File: src/rtl/signmag_add.sv
// Bit-serial sign-magnitude restore: X = Y + (neg ? -Res : Res), one bit per cycle, LSB first.
// Optional build macro SIGNMAG_ADD_SAT_EN clamps X to 0 / 2^n-1 when ovf is raised.
module signmag_add #(
    parameter int n = 4
) (
    input  logic         clk,
    input  logic         rst_n,
    input  logic         in_valid,
    output logic         in_ready,
    input  logic [n-1:0] Res,
    input  logic         neg,
    input  logic [n-1:0] Y,
    output logic         out_valid,
    input  logic         out_ready,
    output logic [n-1:0] X,
    output logic         ovf
);

    localparam int IW = (n > 1) ? $clog2(n) : 1;

    typedef enum logic [1:0] {
        IDLE = 2'd0,
        ADD  = 2'd1,
        DONE = 2'd2
    } state_t;

    state_t        state_q, state_d;
    logic [n-1:0]  a, b;
    logic          carry;
    logic          sign;
    logic [IW-1:0] cnt;

    logic          last;
    logic          sum_bit;
    logic          carry_out;
    logic          ovf_next;

    // Subtraction is two's complement: inverted magnitude plus a carry-in of 1.
    always_comb begin
        last      = (cnt == IW'(n - 1));
        sum_bit   = a[cnt] ^ b[cnt] ^ carry;
        carry_out = (a[cnt] & b[cnt]) | (a[cnt] & carry) | (b[cnt] & carry);
        ovf_next  = sign ? ~carry_out : carry_out;
    end

    always_comb begin
        state_d   = state_q;
        in_ready  = 1'b0;
        out_valid = 1'b0;
        case (state_q)
            IDLE: begin
                in_ready = 1'b1;
                if (in_valid) state_d = ADD;
            end
            ADD: begin
                if (last) state_d = DONE;
            end
            DONE: begin
                out_valid = 1'b1;
                if (out_ready) state_d = IDLE;
            end
            default: state_d = IDLE;
        endcase
    end

    always_ff @(posedge clk) begin
        if (!rst_n) state_q <= IDLE;
        else        state_q <= state_d;
    end

    always_ff @(posedge clk) begin
        if (!rst_n) begin
            a     <= '0;
            b     <= '0;
            carry <= 1'b0;
            sign  <= 1'b0;
            cnt   <= '0;
            X     <= '0;
            ovf   <= 1'b0;
        end else begin
            case (state_q)
                IDLE: begin
                    if (in_valid) begin
                        a     <= Y;
                        b     <= neg ? ~Res : Res;
                        carry <= neg;
                        sign  <= neg;
                        cnt   <= '0;
                    end
                end
                ADD: begin
                    carry <= carry_out;
                    cnt   <= cnt + 1'b1;
                    if (last) begin
                        ovf <= ovf_next;
`ifdef SIGNMAG_ADD_SAT_EN
                        if (ovf_next) X <= sign ? '0 : '1;
                        else          X[cnt] <= sum_bit;
`else
                        X[cnt] <= sum_bit;
`endif
                    end else begin
                        X[cnt] <= sum_bit;
                    end
                end
                default: ;
            endcase
        end
    end

endmodule

File: config.mk
export PLATFORM = sky130hd
export DESIGN_NAME = signmag_add
export DESIGN_NICKNAME = d
export VERILOG_FILES = /design/src/rtl/signmag_add.sv
export SDC_FILE = /design/constraint.sdc
export NUM_CORES = 1
export LEC_CHECK = 0
export ABC_CLOCK_PERIOD_IN_PS = 2300
export BUFFER_PORTS_ARGS = -buffer_cell sky130_fd_sc_hd__buf_4
export CAP_MARGIN = 20
export CORE_AREA = 2 2 44 62
export CTS_BUF_LIST = sky130_fd_sc_hd__clkbuf_4
export DETAILED_ROUTE_END_ITERATION = 6
export DIE_AREA = 0 0 46 64
export GPL_TIMING_DRIVEN = 0
export PLACE_DENSITY = 0.71
export SLEW_MARGIN = 20
export SYNTH_ARGS = -nofsm -noshare
export SYNTH_HDL_FRONTEND = slang
export SYNTH_SLANG_ARGS = --single-unit
File: constraint.sdc
create_clock -name clk -period 2.3 [get_ports clk]
set_input_delay 0.23 -clock clk [delete_from_list [all_inputs] [get_ports clk]]
set_output_delay 0.23 -clock clk [all_outputs]
set_load 0.03 [all_outputs]
==> summary.txt <==
Run status
  – Status: finished clean

Die
  – # IOs: 20
  – Core Area: 0.00236 sq mm
  – Die width: 46 microns
  – Starting Density: 0.390
  – Chip height: 64 microns
  – Rows: 21
  – Area of the die: 0.00294 sq mm

Final layout
  – Layout cell share with drive strength beyond 1: 0.288
  – Final instance area: 0.00112 sq mm
  – Antenna cells: 0
  – Utilization after layout: 0.472
  – Fin nets: 137
  – Total area of sequential cells: 380 sq um
  – P&R area growth vs syn: 21.0%
  – Layout fillers: 242
  – Multi-input logic area: 480 sq um
  – Final std cells w/o fill: 141

STA
  – Hold slack: 0.151 ns
  – RSZ-0062 raised after global routing: false
  – Minimum clock period: 1.95 ns
  – Final WS setup: 0.346 ns
  – Least-Margin Pin Slew: 0.453 ns
  – Fmax: 512 MHz
  – Final setup fails: 0
  – Relative slew slack: 0.698
  – Period Utilization, post-route: 0.850
  – Final Hold Viols: 0
  – Setup TNS: 0 ns
  – Clock Skew: 0.00604 ns
  – Slew Viols, Final: 0

Clocking
  – Clock latency on the worst-skew pair: 0.31 ns
  – Clock tree buffer depth: 2
  – H-tree levels: 1
  – Clock transition at path regs: 0.11 ns
  – Root Buffer: clkbuf_4
  – Clk sinks: 19
  – Hold Buf Count CTS: 0
  – CTS resizes: 0
  – Total CTS buffers: 3
  – Post-CTS setup repair buffer count: 0
  – CTS tree: built

Pwr
  – Logic pwr share: 0.198
  – Clock share of power: 0.270
  – P_sw: 189 uW
  – Peak supply drop: 264 uV
  – Cell Int Power: 497 uW
  – Pwr dens: 614 mW/mm^2
  – Sequential share of power: 0.531
  – Tot Pwr: 685 uW
  – Lkg Pwr: 0.448 nW
  – Net Sw Frac: 0.275

Logic synthesis
  – Number of synthesized register bits: 19
  – Async SR Flop Fraction: 0
  – Synthesis warning total: 0
  – Netlist Area Pre-Place: 922 sq um
  – Number of distinct library cells after synthesis: 31
  – Synth Flop Type: dfxtp_1
  – Post-synth EDFFs: 0
  – Post-Synthesis Cells: 96
  – Mean Syn Cell Area: 9.61 sq um
  – Sequential cell area fraction in the yosys report: 0.412
  – Syn_nets: 114

Critical path
  – Crit-path slowest cell: mux4_2
  – FF-to-FF Start: cnt[1]
  – CP max FO: 6
  – R2r setup slk: 0.35 ns
  – WP data required: 2.51 ns
  – Endpoint of the worst register-to-register path: X[3]
  – Setup crit end: X[3]
  – Reg2reg path depth: 4
  – Crit path DAT: 2.17 ns
  – Startpoint Class: flop
  – Setup crit start: cnt[1]
  – Crit Path Category: flop to flop
  – Critical Path Sink Type: flop
  – Crit-path cells: mux4_2, inv_1, fa_1, a311oi_1
  – Critical Path Max Stage Delay: 0.54 ns

Drt
  – Final WL: 1.76 mm
  – DR WL/cell: 12.5 microns
  – Routed Antenna Nets: 0
  – Residual DRC: 0
  – Via count: 744
  – DR vias/cell: 5.28
  – DRT iter0 DRCs: 12
  – Pre-Repair DR Iteration Count: 4

Global routing
  – Initial antenna violation count: 0
  – Global-route wire length before repair: 3.11 mm
  – Vias in the first global route: 751
  – Tot GR Track Use: 0.143
  – Largest net degree at the start of global routing: 11
  – GR Overflow Total: 0

Placed design
  – Port buffer count: 18
  – Dpl hpwl: 1.39 mm
  – Placed Cells: 137
  – GPL Wtd Cong: 0.743
  – Pre-CTS setup slack: 0.348 ns
  – Placed cell area: 0.00109 sq mm

Hold path
  – Worst hold start: rst_n
  – Hold crit path type: input port to flop

Flow run
  – Max-cap violations: 0
[worst max-delay path: cells and delay by family, from the launching register on]
kind | cells | cell delay (ns)
AO/OA/AOI/OAI | 1 | 0.29
flip-flops | 1 | 0.49
adder cells (fa/ha/maj) | 1 | 0.44
multiplexers | 1 | 0.54
buffers and inverters | 1 | 0.09
[power groups by stage]
stage,logic (mW),clock network [mW],registers (mW)
6_report,0.136,0.185,0.364
5_1_grt,0.153,0.202,0.367
3_3_place_gp,0.135,0,0.370
2_1_floorplan,0.0935,0,0.373
3_5_place_dp,0.138,0,0.372
4_1_cts,0.138,0.190,0.364
[flip-flops by register name, indices dropped and copies added, names as in the netlist]
signal,cells
carry,1
sign,1
b,4
X,4
cnt,2
a,4
state_q,2
ovf,1
[worst min path at each step]
stage,to,slack [ns],cells past startpoint
2_1_floorplan,state_q[0],0.35,1
3_3_place_gp,a[1],0.44,2
3_5_place_dp,ovf,0.45,2
4_1_cts,state_q[0],0.15,2
5_1_grt,a[2],0.16,3
6_report,state_q[0],0.15,2
[metal layers]
metal | global-route usage | up-vias | wire length (microns)
met5 | 0 | - | 0
met4 | 0.0750 | 0 | 46
met3 | 0.0254 | 5 | 63
met2 | 0.252 | 14 | 983
met1 | 0.152 | 354 | 663
li1 | - | 371 | -
[synth_stat cells, types with 2 or more instances]
cell type,number,area share
dfxtp_1,19,0.41
nand2_1,14,0.057
a21oi_1,10,0.054
nor2_1,6,0.024
inv_1,5,0.020
xnor2_1,5,0.047
a311oi_1,4,0.038
ha_1,4,0.054
a211oi_1,3,0.024
a21oi_2,2,0.019
buf_6,2,0.024
mux4_2,2,0.049
nand3_1,2,0.011
[logic make-up after synthesis]
family | Yosys count | synth area share
buffers and inverters | 11 | 0.0665
and+or+nand+nor | 30 | 0.163
DFF | 19 | 0.412
adders and majority gates | 5 | 0.0760
AOI/OAI and AO/OA | 23 | 0.175
xor gates and xnor gates | 5 | 0.0475
muxes | 3 | 0.0597
[cell type report]
class | instances | area share
plain buffers | 5 | 0.0348
clock buffers | 4 | 0.0269
well taps | 23 | 0.0258
inverters | 6 | 0.0202
repair buffers | 18 | 0.121
flip-flops and latches | 19 | 0.341
multi-input cells | 66 | 0.430
[placed cells by master (no fill, tap or decap)]
cell type  count
clkbuf_4       4
inv_1          5
nand3b_1       1
a211oi_2       1
a311oi_1       4
nand2_1       14
nand2b_1       1
nand3_1        2
ha_1           4
or3b_1         1
nor3b_2        1
fa_1           1
and2_1         1
nor2_1         6
dfxtp_1       19
clkbuf_1       1
or2b_1         1
a21oi_2        2
xnor2_1        5
a21oi_1       10
buf_4         19
mux2i_1        1
buf_6          2
nor2b_1        1
a211oi_1       3
inv_2          1
and2b_4        1
o21bai_1       1
o2111a_1       1
mux4_2         2
o21ai_1        1
buf_2          1
(Power assumes the default switching activity.)
